$ cat src/rtl/div_display_pkg.sv
// Shared types and helpers for the divider result display: FSM states, digit codes, segment decode.
package div_display_pkg;

    typedef enum logic [1:0] {
        IDLE   = 2'd0,
        CONV_Q = 2'd1,
        CONV_R = 2'd2,
        LOAD   = 2'd3
    } state_t;

    typedef logic [3:0] digit_t;

    localparam digit_t     DIG_BLANK = 4'hA;
    localparam digit_t     DIG_DASH  = 4'hB;
    localparam logic [6:0] SEG_BLANK = 7'b1111111;
    localparam logic [6:0] SEG_DASH  = 7'b0111111;

    // Segment order {g,f,e,d,c,b,a}, active low.
    function automatic logic [6:0] seg_decode(input digit_t code);
        case (code)
            4'd0:     seg_decode = 7'b1000000;
            4'd1:     seg_decode = 7'b1111001;
            4'd2:     seg_decode = 7'b0100100;
            4'd3:     seg_decode = 7'b0110000;
            4'd4:     seg_decode = 7'b0011001;
            4'd5:     seg_decode = 7'b0010010;
            4'd6:     seg_decode = 7'b0000010;
            4'd7:     seg_decode = 7'b1111000;
            4'd8:     seg_decode = 7'b0000000;
            4'd9:     seg_decode = 7'b0010000;
            DIG_DASH: seg_decode = SEG_DASH;
            default:  seg_decode = SEG_BLANK;
        endcase
    endfunction

    // Turns a 3-digit BCD value into the {tens, ones} pair shown on the display.
    function automatic logic [7:0] field_digits(input logic [11:0] bcd, input logic blank_lead);
        if (bcd[11:8] != 4'd0)
            field_digits = {DIG_DASH, DIG_DASH};
        else if (blank_lead && bcd[7:4] == 4'd0)
            field_digits = {DIG_BLANK, bcd[3:0]};
        else
            field_digits = bcd[7:0];
    endfunction

endpackage

$ cat src/rtl/div_result_display_bin2bcd.sv
// Iterative 7-bit double dabble: load performs the first shift, six more cycles complete it.
// done stays high once the result is ready, until the next load.
module bin2bcd_seq (
    input  logic        clk,
    input  logic        rst,
    input  logic        load,
    input  logic [6:0]  bin,
    output logic        done,
    output logic [11:0] bcd
);

    logic [6:0] sh;
    logic [2:0] cnt;

    function automatic logic [11:0] dabble_step(input logic [11:0] b, input logic in_bit);
        logic [11:0] a;
        for (int i = 0; i < 3; i++) begin
            a[i*4 +: 4] = (b[i*4 +: 4] >= 4'd5) ? b[i*4 +: 4] + 4'd3 : b[i*4 +: 4];
        end
        return {a[10:0], in_bit};
    endfunction

    always_ff @(posedge clk) begin
        if (rst) begin
            bcd <= '0;
            sh  <= '0;
            cnt <= 3'd7;
        end else if (load) begin
            // First shift from an all-zero BCD needs no add-3 correction.
            bcd <= {11'd0, bin[6]};
            sh  <= {bin[5:0], 1'b0};
            cnt <= 3'd1;
        end else if (cnt != 3'd7) begin
            bcd <= dabble_step(bcd, sh[6]);
            sh  <= {sh[5:0], 1'b0};
            cnt <= cnt + 3'd1;
        end
    end

    assign done = (cnt == 3'd7);

endmodule

$ cat src/rtl/div_result_display.sv
// Captures divider Q/R, converts to BCD and scans them onto a 4-digit 7-segment display.
// Optional LEADING_ZERO_BLANK_EN blanks a zero tens digit per field.
module div_result_display
    import div_display_pkg::*;
#(
    parameter int REFRESH_DIV = 50000,
    parameter int CNT_W       = $clog2(REFRESH_DIV)
) (
    input  logic       clk,
    input  logic       rst,
    input  logic       start,
    input  logic [6:0] q,
    input  logic [6:0] r,
    output logic       busy,
    output logic       ready,
    output logic [3:0] anodo,
    output logic [6:0] seven
);

`ifdef LEADING_ZERO_BLANK_EN
    localparam logic BLANK_LEAD = 1'b1;
`else
    localparam logic BLANK_LEAD = 1'b0;
`endif

    state_t       state, state_nxt;
    logic [6:0]   r_lat;
    logic [11:0]  q_bcd;
    logic         eng_load, eng_done;
    logic [6:0]   eng_bin;
    logic [11:0]  eng_bcd;
    logic         dig_we;
    digit_t [3:0] dig, dig_nxt;
    logic [CNT_W-1:0] refresh_cnt;
    logic [1:0]   sel, sel_nxt;
    logic         wrap;

    bin2bcd_seq u_bin2bcd (
        .clk  (clk),
        .rst  (rst),
        .load (eng_load),
        .bin  (eng_bin),
        .done (eng_done),
        .bcd  (eng_bcd)
    );

    // The converter is shared: Q is loaded on start, R as soon as Q finishes.
    always_comb begin
        state_nxt = state;
        eng_load  = 1'b0;
        eng_bin   = q;
        dig_we    = 1'b0;
        case (state)
            IDLE: if (start) begin
                eng_load  = 1'b1;
                state_nxt = CONV_Q;
            end
            CONV_Q: if (eng_done) begin
                eng_load  = 1'b1;
                eng_bin   = r_lat;
                state_nxt = CONV_R;
            end
            CONV_R: if (eng_done) state_nxt = LOAD;
            LOAD: begin
                dig_we    = 1'b1;
                state_nxt = IDLE;
            end
            default: state_nxt = IDLE;
        endcase
    end

    always_ff @(posedge clk) begin
        if (rst) begin
            state <= IDLE;
            r_lat <= '0;
            q_bcd <= '0;
            ready <= 1'b0;
        end else begin
            state <= state_nxt;
            ready <= dig_we;
            if (state == IDLE && start)
                r_lat <= r;
            if (state == CONV_Q && eng_done)
                q_bcd <= eng_bcd;
        end
    end

    assign busy = (state != IDLE);

    // R is still sitting in the converter during LOAD.
    always_comb begin
        dig_nxt = dig;
        if (dig_we)
            dig_nxt = {field_digits(q_bcd, BLANK_LEAD), field_digits(eng_bcd, BLANK_LEAD)};
    end

    assign wrap    = (refresh_cnt == CNT_W'(REFRESH_DIV - 1));
    assign sel_nxt = wrap ? sel + 2'd1 : sel;

    // anodo and seven are built from next-cycle values so they change together.
    always_ff @(posedge clk) begin
        if (rst) begin
            refresh_cnt <= '0;
            sel         <= 2'd0;
            anodo       <= 4'b1110;
            seven       <= SEG_BLANK;
            dig         <= {4{DIG_BLANK}};
        end else begin
            refresh_cnt <= wrap ? '0 : refresh_cnt + CNT_W'(1);
            sel         <= sel_nxt;
            anodo       <= ~(4'b0001 << sel_nxt);
            seven       <= seg_decode(dig_nxt[sel_nxt]);
            dig         <= dig_nxt;
        end
    end

endmodule
$ cat config.mk
export PLATFORM = sky130hd
export DESIGN_NAME = div_result_display
export DESIGN_NICKNAME = d
export VERILOG_FILES = /design/src/rtl/div_display_pkg.sv /design/src/rtl/div_result_display_bin2bcd.sv /design/src/rtl/div_result_display.sv
export SDC_FILE = /design/constraint.sdc
export NUM_CORES = 1
export LEC_CHECK = 0
export ABC_CLOCK_PERIOD_IN_PS = 3750
export CAP_MARGIN = 20
export CORE_MARGIN = 4
export CORE_UTILIZATION = 35
export DETAILED_ROUTE_END_ITERATION = 8
export GPL_TIMING_DRIVEN = 0
export SYNTH_ARGS = -nofsm -noshare
export SYNTH_HDL_FRONTEND = slang
export SYNTH_SLANG_ARGS = --single-unit
$ cat constraint.sdc
create_clock -name clk -period 3.75 [get_ports clk]
set_input_delay 0.75 -clock clk [delete_from_list [all_inputs] [get_ports clk]]
set_output_delay 0.75 -clock clk [all_outputs]
set_load 0.05 [all_outputs]
# Word-level counts from Yosys, hierarchy flattened

Memory sizes are Yosys's and may differ from the RTL's. A register that Yosys moved wholly into a read port is not among the register bits.
Cells that the tools add are included.

Flip-flop bits (word level): 81
Bits in read-only memories: 112
Output and inout port bits: 13
Word-level logic and storage cells: 73
Memories: 1

Memories:

| memory          | depth | bits a word | read ports | clocked after memory_dff | write ports | line                  | source |
|---|---|---|---|---|---|---|---|
| (no name shown) | 16    | 7           | 1          | 1                        | 0           | div_display_pkg.sv:20 | `case (code)` |

Add/sub/neg operators: 6
Magnitude comparators: 4
Equality and inequality tests: 9
Shift operators: 1
Muxes and demuxes: 25
Bitwise logic cells: 1
Reduce and logical (&&, ||, !) cells: 10

Operators by type and width:

| operator              | number |
|---|---|
| $mux 7                | 4 |
| $add 16x1->16 const B | 1 |
| $eq 16x16->1 const B  | 1 |
| $mux 16               | 1 |
| $mux 8                | 2 |
| $ge 4x3->1 const B    | 3 |
| $mux 4                | 3 |
| $mux 3                | 3 |
| $add 4x2->4 const B   | 2 |
| $bmux 4 s2            | 1 |
| $mux 2                | 4 |
| $pmux 2 s4            | 1 |
| $reduce_bool 4->1     | 2 |
| $ne 2x2->1 const B    | 3 |
| $mux 1                | 5 |
| $eq 2x2->1 const B    | 2 |
| $not 4->4             | 1 |
| $reduce_bool 2->1     | 2 |
| $reduce_or 2->1       | 2 |
| $shl 1x2->4 const A   | 1 |
| $add 3x1->3 const B   | 1 |
| $add 3x2->3 const B   | 1 |
| $eq 3x3->1 const B    | 1 |
| $lt 2x3->1 const B    | 1 |
| 7 further kinds       | 8 |

# Logic depth before layout (Yosys ltp)

Gate-level depths: netlist of run 1.

Depth after elaboration: 5
Gate-level depth with buffers: 13
Mapped depth without buffers: 11

# Hierarchy

Synthesis of run 1 repeated with hierarchy kept, for this count alone.

Cells, all modules: 490
Area, all modules: 4211.5 um^2

By module, submodules not included:

| module             | instances | cells each | area each (um^2) | seq. area each (um^2) |
|---|---|---|---|---|
| div_result_display | 1         | 354        | 3012.9           | 1341.3 |
| bin2bcd_seq        | 1         | 136        | 1198.6           | 420.4 |

# Least setup slack after synthesis of run 1

No wires, ideal clock.

Path kind: register -> register
Start point: reg refresh_cnt[0]
End point: reg seven[5]
Setup time: 0.122 ns
Data arrival time: 2.631 ns
Required time: 3.628 ns
Slack: 0.997 ns
Stages on the path, launching flop included: 13
Path buffers: 3
Period minus slack after synthesis: 2.753 ns
Cell sequence: dfxtp_1 ha_1 and3_1 buf_2 and4_1 buf_2 buf_6 mux2_2 o211ai_1 inv_1 ha_1 mux2_1 o32a_1

Word-level cells in the longest chain between the ends: 4

RTL lines:

| element                      | line                      | source |
|---|---|---|
| start, declared              | div_result_display.sv:34  | `logic [CNT_W-1:0] refresh_cnt;` |
| start signal, assigned       | div_result_display.sv:109 | `refresh_cnt <= wrap ? '0 : refresh_cnt + CNT_W'(1);` |
| $eq 16x16->1                 | div_result_display.sv:97  | `assign wrap = (refresh_cnt == CNT_W'(REFRESH_DIV - 1));` |
| $mux 2                       | div_result_display.sv:98  | `assign sel_nxt = wrap ? sel + 2'd1 : sel;` |
| $bmux 4 s2                   | div_result_display.sv:112 | `seven <= seg_decode(dig_nxt[sel_nxt]);` |
| $mux 4 (not written as such) | div_result_display.sv:112 |  |
| end, declared                | div_result_display.sv:17  | `output logic [6:0] seven` |

No other way between the ends. The select of a mux whose other input is x is not followed.
A chain may end at the register's enable or synchronous reset.

# Worst setup path after layout of run 1

Same ends and word-level chain as after synthesis.

==> flow_summary.toml, run 1 <==
[run_status]
status = "complete, no violations"

[placement]
place.port_buffers = 28
dp.final_hpwl_um = 6791
pre_cts_slack_ps = 622.9
globalplace.congestion = 0.8036
postPlaceCellArea_mm2 = 0.004594

[flow_run]
maxCapViolCount = 0

[floorplan]
die_x_um = 116.7
dieHeight_um = 116.7
io_pins = 30
fp.coreArea_mm2 = 0.01147
initial_core_util_pct = 36.06
rows = 39
die_area_mm2 = 0.01362

[logic_synthesis]
synth.distinct_cells = 52
synth-edff-count = 0
synth_xor_area_share_pct = 3.812
ys_warn_count = 0
synth_compound_area_share_pct = 14.58
syn_avg_cell_area_um2 = 8.474
yosys.area_share.simple_pct = 24.33
synth.area.top_cells = "dfxtp_1, a21oi_1, ha_1"
synthArstFlopShare_pct = 0
yosys.area_share.adder_pct = 6.051
synth.largest_area_cell = "dfxtp_1"
synthCells = 488
ys_ff_latch = 88
synth_fp_nets = 525
synth_top_family_by_area = "simple AND/OR/NAND/NOR gates"
synthMuxAreaShare_pct = 4.175
yosysSeqAreaShare_pct = 42.60
synthFlopType = "dfxtp_1"
synth_area_mm2 = 0.004135
yosysTopAreaCellShare_pct = 42.60

[timing]
worst_pin_slew_ps = 590.6
hold_violations = 0
fmax_mhz = 321.5
period_needed_ps = 3110
setup_viol = 0
slew_headroom_pct = 60.55
finalClockSkew_ps = 6.360
final.period_utilization_pct = 82.94
holdWs_ps = 449.2
rsz0062_at_grt = "no"
drv_slew = 0
setup_tns_ps = 0
post-route-worst-setup-slack_ps = 639.7

[routing]
firstDrtPassIters = 4
avgViaCountPerCell = 5.093
routed_wl_um = 9204
postRouteAntennaNets = 0
first_iter_violations = 129
remaining_drc_errors = 0
vias = 3438
wire_per_inst_um = 13.64

[grt]
grt_remaining_overflow = 0
grt_pass1_vias = 3403
grt-busiest-layer = "met2"
grt_pass1_wl_um = 16180
use_met3_pct = 2.953
antenna_found_initial = 0
gr-usage-met1_pct = 18.92
use_met2_pct = 25.29
grt_max_degree = 16
grt_usage_pct = 14.72

[cts]
cts_max_path_buffers = 2
cts_made_buffers = 9
clock_sinks = 88
cts_resized = 0
cts_setup_buffers = 0
cts_tree = "yes"
root_buffer = "clkbuf_16"
worst_skew_pair.late_latency_ps = 330
htreeDepth = 3
clk_pin_slew_ps = 60
cts_hold_buf = 0

[power_and_ir_drop]
p_clk_share_pct = 28.6
p_sw_share_pct = 35.82
power_density_mw_per_mm2 = 602.8
pwr-share-comb_pct = 33.3
p_leak_nw = 1.827
p_switching_mw = 1.053
power.internal_mw = 1.887
irDropWorstVdd_mv = 0.3924
power_frac_seq_pct = 38.0

[worst_setup_path]
end_kind = "flip-flop"
cp_data_required_time_ps = 3970
worstSetupPathType = "reg -> reg"
cp-start-kind = "flip-flop"
arrival_ps = 3330
cp_max_fo = 10

[layout]
fin_util_pct = 42.53
layout_commonest_cell = "dfxtp_1"
drive_gt1_share_pct = 6.767
mostFrequentLayoutCells = "dfxtp_1, nor2_1, nand2_1, a21oi_1, clkdlybuf4s50_1"
syn_to_final_growth_pct = 17.94
fin_area_mm2 = 0.004877
diodes = 0
nets = 564

[hold_path]
hp-class = "reg -> reg"
-- critical path, cell delays in order, from the launching register on --
cell	delay [ps]
dfxtp_1	350
ha_1	180
and3_1	150
buf_2	160
and4_1	170
buf_2	190
buf_6	160
mux2_2	340
o211ai_1	480
inv_1	130
ha_1	220
mux2_1	290
o32a_1	160
-- routing by layer --
metal	up-vias	wire, um	share of wire (%)
li1	1753	-	-
met1	1627	4449	48
met2	49	4405	48
met3	9	245	2.7
met4	0	104	1.1
met5	-	0	0
-- power by group through the flow --
stage | registers, mW | clock network [mW] | logic, mW
5_1_grt | 1.13 | 0.901 | 1.11
3_5_place_dp | 1.14 | 0 | 0.983
6_report | 1.12 | 0.842 | 0.980
3_3_place_gp | 1.13 | 0 | 0.959
2_1_floorplan | 1.20 | 0 | 0.656
4_1_cts | 1.12 | 0.860 | 0.988
-- state kept, by name, summed over array words and instances, names as in the netlist --
register,flops
anodo,4
dig,16
q_bcd,12
r_lat,7
ready,1
refresh_cnt,16
sel,2
seven,7
state,2
u_bin2bcd.bcd,12
u_bin2bcd.cnt,3
u_bin2bcd.sh,6
-- metrics by stage --
step	power [mW]	cells
CTS	2.966	675
detailed placement	2.121	659
global placement	2.091	659
global route	3.145	675
floorplan	1.855	488
finish	2.940	675
-- kinds of logic after synthesis --
| family | Yosys count |
|---|---|
| AND/OR/NAND/NOR | 207 |
| AO/OA/AOI/OAI | 95 |
| flip-flops | 88 |
| buffers and inverters | 46 |
| adder cells (fa/ha/maj) | 20 |
| XOR/XNOR | 18 |
| multiplexers | 14 |
-- synthesized netlist by cell type (6+ instances only) --
library cell / number
a21oi_1: 50
clkbuf_1: 21
dfxtp_1: 88
ha_1: 20
inv_1: 18
mux2i_1: 6
nand2_1: 55
nand2b_1: 12
nand3_1: 8
nor2_1: 64
nor2b_1: 10
nor3_1: 19
o21ai_0: 9
o22ai_1: 9
o32a_1: 7
xnor2_1: 9
xor2_1: 9
-- final timing paths --
path / from / endpoint / slack [ps] / cells past startpoint
max reg2reg: refresh_cnt[0] / seven[5] / 640 / 12
min reg2reg: refresh_cnt[0] / refresh_cnt[0] / 450 / 1
min: refresh_cnt[0] / refresh_cnt[0] / 450 / 1
max: refresh_cnt[0] / seven[5] / 640 / 12
-- layout make-up --
cell class / instances / area [um2]
Clock buffer: 10 / 239.0
Sequential cell: 88 / 1762
Timing Repair Buffer: 28 / 280.3
Fill cell: 1143 / 6590
Multi-Input combinational cell: 354 / 2190
Tap cell: 143 / 178.9
Inverter: 18 / 67.56
Clock inverter: 6 / 43.79
Buffer: 28 / 116.4
(Power assumes the default switching activity.)
==> run 2: changes to the inputs <==
Settings changed: ABC_CLOCK_PERIOD_IN_PS 3750 to 3110.
Clock period 3.75 ns to 3.11 ns, I/O delays scaled along.
==> run 2 against run 1 <==
Die area unchanged. Maximum frequency increased by 7.4%. Total power increased by 21%. Clock power increased by 20%. Wire length about the same. Global-route usage about the same. Final cell count increased by 0.44%. Combinational power increased by 22%. Largest cell class unchanged. Highest routed layer unchanged.
==> flow_summary.toml, run 2 (same netlist as run 1, synthesis figures left out) <==
[floorplan]
die_x_um = 116.7
rows = 39
fp.coreArea_mm2 = 0.01147
die_area_mm2 = 0.01362
dieHeight_um = 116.7
initial_core_util_pct = 36.06
io_pins = 30

[power_and_ir_drop]
p_sw_share_pct = 35.65
power_frac_seq_pct = 37.8
pwr-share-comb_pct = 33.8
p_clk_share_pct = 28.4
power_density_mw_per_mm2 = 724.6
p_leak_nw = 1.845
p_total_mw = 3.562
p_switching_mw = 1.270
irDropWorstVdd_mv = 0.4725
power.internal_mw = 2.292

[timing]
worst_pin_slew_ps = 603.2
rsz0062_at_grt = "no"
slew_headroom_pct = 59.71
setup_tns_ps = 0
finalClockSkew_ps = 6.866
final.period_utilization_pct = 93.10
drv_slew = 0
fmax_mhz = 345.4
period_needed_ps = 2895
hold_violations = 0
setup_viol = 0

[worst_setup_path]
r2r_end = "seven[5]"
arrival_ps = 3110
worstSetupPathType = "reg -> reg"
end_kind = "flip-flop"
reg2reg_depth = 12
cp_max_fo = 10
crit_end = "seven[5]"
cp_data_required_time_ps = 3330
reg2reg_setup_slack_ps = 210
critPathLaunch = "refresh_cnt[0]"
reg2reg_from = "refresh_cnt[0]"
cp-start-kind = "flip-flop"

[run_status]
status = "complete, no violations"

[layout]
nets = 567
layout_commonest_cell = "dfxtp_1"
diodes = 0
mostFrequentLayoutCells = "dfxtp_1, nor2_1, nand2_1, a21oi_1, clkdlybuf4s50_1"
largestRegisters = "dig: 16 flops, refresh_cnt: 16 flops"
fin_area_mm2 = 0.004916
drive_gt1_share_pct = 7.850
fin_util_pct = 42.87
syn_to_final_growth_pct = 18.88

[cts]
cts_hold_buf = 0
cts_max_path_buffers = 2
clk_pin_slew_ps = 60
worst_skew_pair.late_latency_ps = 330
htreeDepth = 3
clock_sinks = 88
cts_tree = "yes"
cts_made_buffers = 9
root_buffer = "clkbuf_16"

[grt]
grt_pass1_wl_um = 16240
grt_usage_pct = 14.76
antenna_found_initial = 0
grt_remaining_overflow = 0
grt_pass1_vias = 3418
grt_max_degree = 16

[routing]
avgViaCountPerCell = 5.084
met1_length_um = 4423
vias = 3447
met2_length_um = 4448
first_iter_violations = 141
wire_per_inst_um = 13.57
firstDrtPassIters = 5
routed_wl_um = 9203
postRouteAntennaNets = 0
top_layer_used = "met4"
remaining_drc_errors = 0
wl_met3_um = 242

[placement]
dp.final_hpwl_um = 6791
place.port_buffers = 28
postPlaceCellArea_mm2 = 0.004594
globalplace.congestion = 0.8036

[hold_path]
hp-class = "reg -> reg"

[flow_run]
maxCapViolCount = 0
run 2: cell type report:
type,count,area (um2)
repair buffers,31,302.8
multi-input cells,354,2196
flip-flops and latches,88,1763
clock buffers,10,239.0
fillers,1145,6551
well taps,143,178.9
plain buffers,28,125.1
clock inverters,6,43.79
inverters,18,67.56
run 2: critical path, stage by stage (launching register included):
cell and delay, ps:
dfxtp_2 340, ha_1 170, and3_1 160, clkbuf_4 160, and4_1 170, buf_4 150
buf_6 150, mux2_2 340, o211ai_1 360, inv_1 120, ha_1 210, mux2_1 290
o32a_1 160
run 2: worst min-delay path by stage:
stage                               from              to  slack (ps)  depth (start not counted)
after floorplan           refresh_cnt[0]  refresh_cnt[0]         420                          1
after global placement    refresh_cnt[0]  refresh_cnt[0]         430                          1
after detailed placement  refresh_cnt[0]  refresh_cnt[0]         440                          1
after CTS                 refresh_cnt[0]  refresh_cnt[0]         450                          1
after global routing      refresh_cnt[0]  refresh_cnt[0]         440                          1
final                     refresh_cnt[0]  refresh_cnt[0]         420                          1
run 2: power by group through the flow:
stage,Combinational [mW],Sequential [mW],Clock [mW]
floorplan,0.791,1.45,0
global placement,1.16,1.36,0
detailed placement,1.19,1.37,0
CTS,1.20,1.35,1.04
global route,1.37,1.36,1.09
finish,1.20,1.35,1.01
run 2: repair_timing:
item | CTS | global route
cloned | 0 | 0
setup endpoints to repair | 4 | 7
setup buffers | 2 | 1
endpoints found under the hold margin | 0 | 0
pin swaps | 1 | 1
resized for setup | 0 | 9
run 2: per-stage QoR:
step / setup WS, ps / hold WS [ps] / std cells
detailed placement: -17.07 / 439.3 / 659
CTS: 31.24 / 454.6 / 677
finish: 214.6 / 417.7 / 678
global route: 4.706 / 441.2 / 678
floorplan: 356.8 / 417.9 / 488
global placement: 48.84 / 427.9 / 659
run 2: routing by layer:
metal	vias up	track usage, %
met3	6	2.953
met1	1638	18.99
met2	44	25.37
met4	0	3.670
li1	1759	-
met5	-	0
==> run 3: changes to the inputs <==
Settings changed: ABC_CLOCK_PERIOD_IN_PS 3110 to 3450, GPL_TIMING_DRIVEN 0 to unset, SETUP_SLACK_MARGIN set to 0.3.
Clock period 3.11 ns to 3.45 ns, I/O delays scaled along.
==> run 3 against run 2 <==
Sequential cell count unchanged. Final area decreased by 0.59%. Critical path depth decreased by 3. Critical path type unchanged. Die area unchanged. Final cell count decreased by 3.2%. Critical endpoint is now seven[3]. Highest routed layer unchanged. Setup slack improved by 360 ps. Maximum frequency increased by 0.65%. Worst hold slack improved by 38 ps.
==> flow_summary.toml, run 3 (same netlist as run 1, synthesis figures left out) <==
[cts]
clk_pin_slew_ps = 70
clock_sinks = 88
htreeDepth = 3
cts_made_buffers = 9
root_buffer = "clkbuf_16"
cts_max_path_buffers = 2
cts_tree = "yes"
worst_skew_pair.late_latency_ps = 340

[floorplan]
initial_core_util_pct = 36.06
fp.coreArea_mm2 = 0.01147
io_pins = 30
die_x_um = 116.7
rows = 39
dieHeight_um = 116.7
die_area_mm2 = 0.01362

[timing]
period_needed_ps = 2877
fmax_mhz = 347.6
setup_viol = 0
rsz0062_at_grt = "no"
final.period_utilization_pct = 83.39
finalClockSkew_ps = 6.503
worst_pin_slew_ps = 587.6
drv_slew = 0
holdWs_ps = 455.3
setup_tns_ps = 0
hold_violations = 0
slew_headroom_pct = 60.82

[placement]
dp.final_hpwl_um = 6319
dp_cells = 638
postPlaceCellArea_mm2 = 0.004528
place.port_buffers = 29
globalplace.congestion = 0.7781

[hold_path]
hp-class = "reg -> reg"

[power_and_ir_drop]
p_total_mw = 3.349
p_leak_nw = 1.839
power_density_mw_per_mm2 = 685.3
power.internal_mw = 2.204
pwr-share-comb_pct = 31.7
p_switching_mw = 1.145
power_frac_seq_pct = 36.4
irDropWorstVdd_mv = 0.3902
p_sw_share_pct = 34.18
p_clk_share_pct = 31.8

[worst_setup_path]
path_buf_inv = 1
arrival_ps = 3100
worstSetupPathType = "reg -> reg"
crit_slowest_cell = "mux4_2"
cp-start-kind = "flip-flop"
slowest_delay_ps = 500
cp_max_fo = 10
path_cells = "ha_1 > and3_1 > and4_4 > mux4_2 > mux2_2 > ha_1 > inv_1 > mux2_2 > o32a_1"
crit_family = "multiplexers"
end_kind = "flip-flop"
cp_data_required_time_ps = 3680

[routing]
avgViaCountPerCell = 5.081
routed_wl_um = 8927
vias = 3333
remaining_drc_errors = 0
firstDrtPassIters = 4
first_iter_violations = 163
wire_per_inst_um = 13.61
postRouteAntennaNets = 0

[layout]
drive_gt1_share_pct = 8.382
diodes = 0
largestRegisters = "dig: 16 flops, refresh_cnt: 16 flops"
syn_to_final_growth_pct = 18.18
final-instance-count-excl-fill = 656
fin_area_mm2 = 0.004887
nets = 545
layout_commonest_cell = "dfxtp_1"
mostFrequentLayoutCells = "dfxtp_1, nor2_1, nand2_1, a21oi_1, clkdlybuf4s50_1"

[grt]
grt_remaining_overflow = 0
grt_pass1_wl_um = 15580
antenna_found_initial = 0
grt_max_degree = 36
grt_pass1_vias = 3267
grt_usage_pct = 14.07

[run_status]
status = "complete, no violations"

[flow_run]
maxCapViolCount = 0
==> run 3: cell count changes in the layout (fill, tap and decap cells not counted), sizes merged <==
cell and change:
clkbuf -22, inv +1, bufinv +2, clkinv -3
==> run 3: path summary, 6_finish.rpt <==
kind,startpoint,to,slack (ps),cells past startpoint
max,refresh_cnt[0],seven[3],570,9
min,refresh_cnt[0],refresh_cnt[0],460,1
max reg2reg,refresh_cnt[0],seven[3],570,9
min reg2reg,refresh_cnt[0],refresh_cnt[0],460,1
==> run 3: repair_timing <==
item                                    4_1_cts  5_1_grt
resized for setup                             0        4
buffers inserted                              0        2
hold buffers                                  0        0
endpoints found under the setup margin        0        6
==> run 3: metrics by stage <==
step	setup WS, ps	util, %
3_3_place_gp	451.4	39.49
5_1_grt	365.2	42.62
4_1_cts	321.2	42.36
3_5_place_dp	353.0	39.49
6_report	573.2	42.62
2_1_floorplan	696.8	-
==> run 3: cell type report <==
cell class              instances  area (um2)
repair buffers                 37       345.3
clock buffers                  10       239.0
clock inverters                 6       90.09
flip-flops and latches         88        1762
inverters                      18       67.56
well taps                     143       178.9
fillers                      1134        6580
multi-input cells             354        2205
==> run 3: worst reg2reg max path: cells and delay by family (launching register included) <==
family,cells,cell delay (ps)
muxes,3,1080
and+or+nand+nor,2,640
adders and majority gates,2,490
DFF,1,350
AOI/OAI and AO/OA,1,150
buffers and inverters,1,50
==> run 3: per-layer routing <==
| layer | vias up | GRT usage [%] | wire length, um |
|---|---|---|---|
| li1 | 1712 | - | - |
| met1 | 1566 | 18.30 | 4280 |
| met2 | 46 | 23.09 | 4257 |
| met3 | 9 | 3.472 | 286 |
| met4 | 0 | 4.281 | 103 |
| met5 | - | 0 | 0 |
==> run 3: power by group through the flow <==
| stage | Combinational (mW) | Clock [mW] | Sequential, mW |
|---|---|---|---|
| 2_1_floorplan | 0.713 | 0 | 1.30 |
| 3_3_place_gp | 1.02 | 0 | 1.23 |
| 3_5_place_dp | 1.05 | 0 | 1.24 |
| 4_1_cts | 1.05 | 1.09 | 1.22 |
| 5_1_grt | 1.19 | 1.13 | 1.23 |
| 6_report | 1.06 | 1.07 | 1.22 |
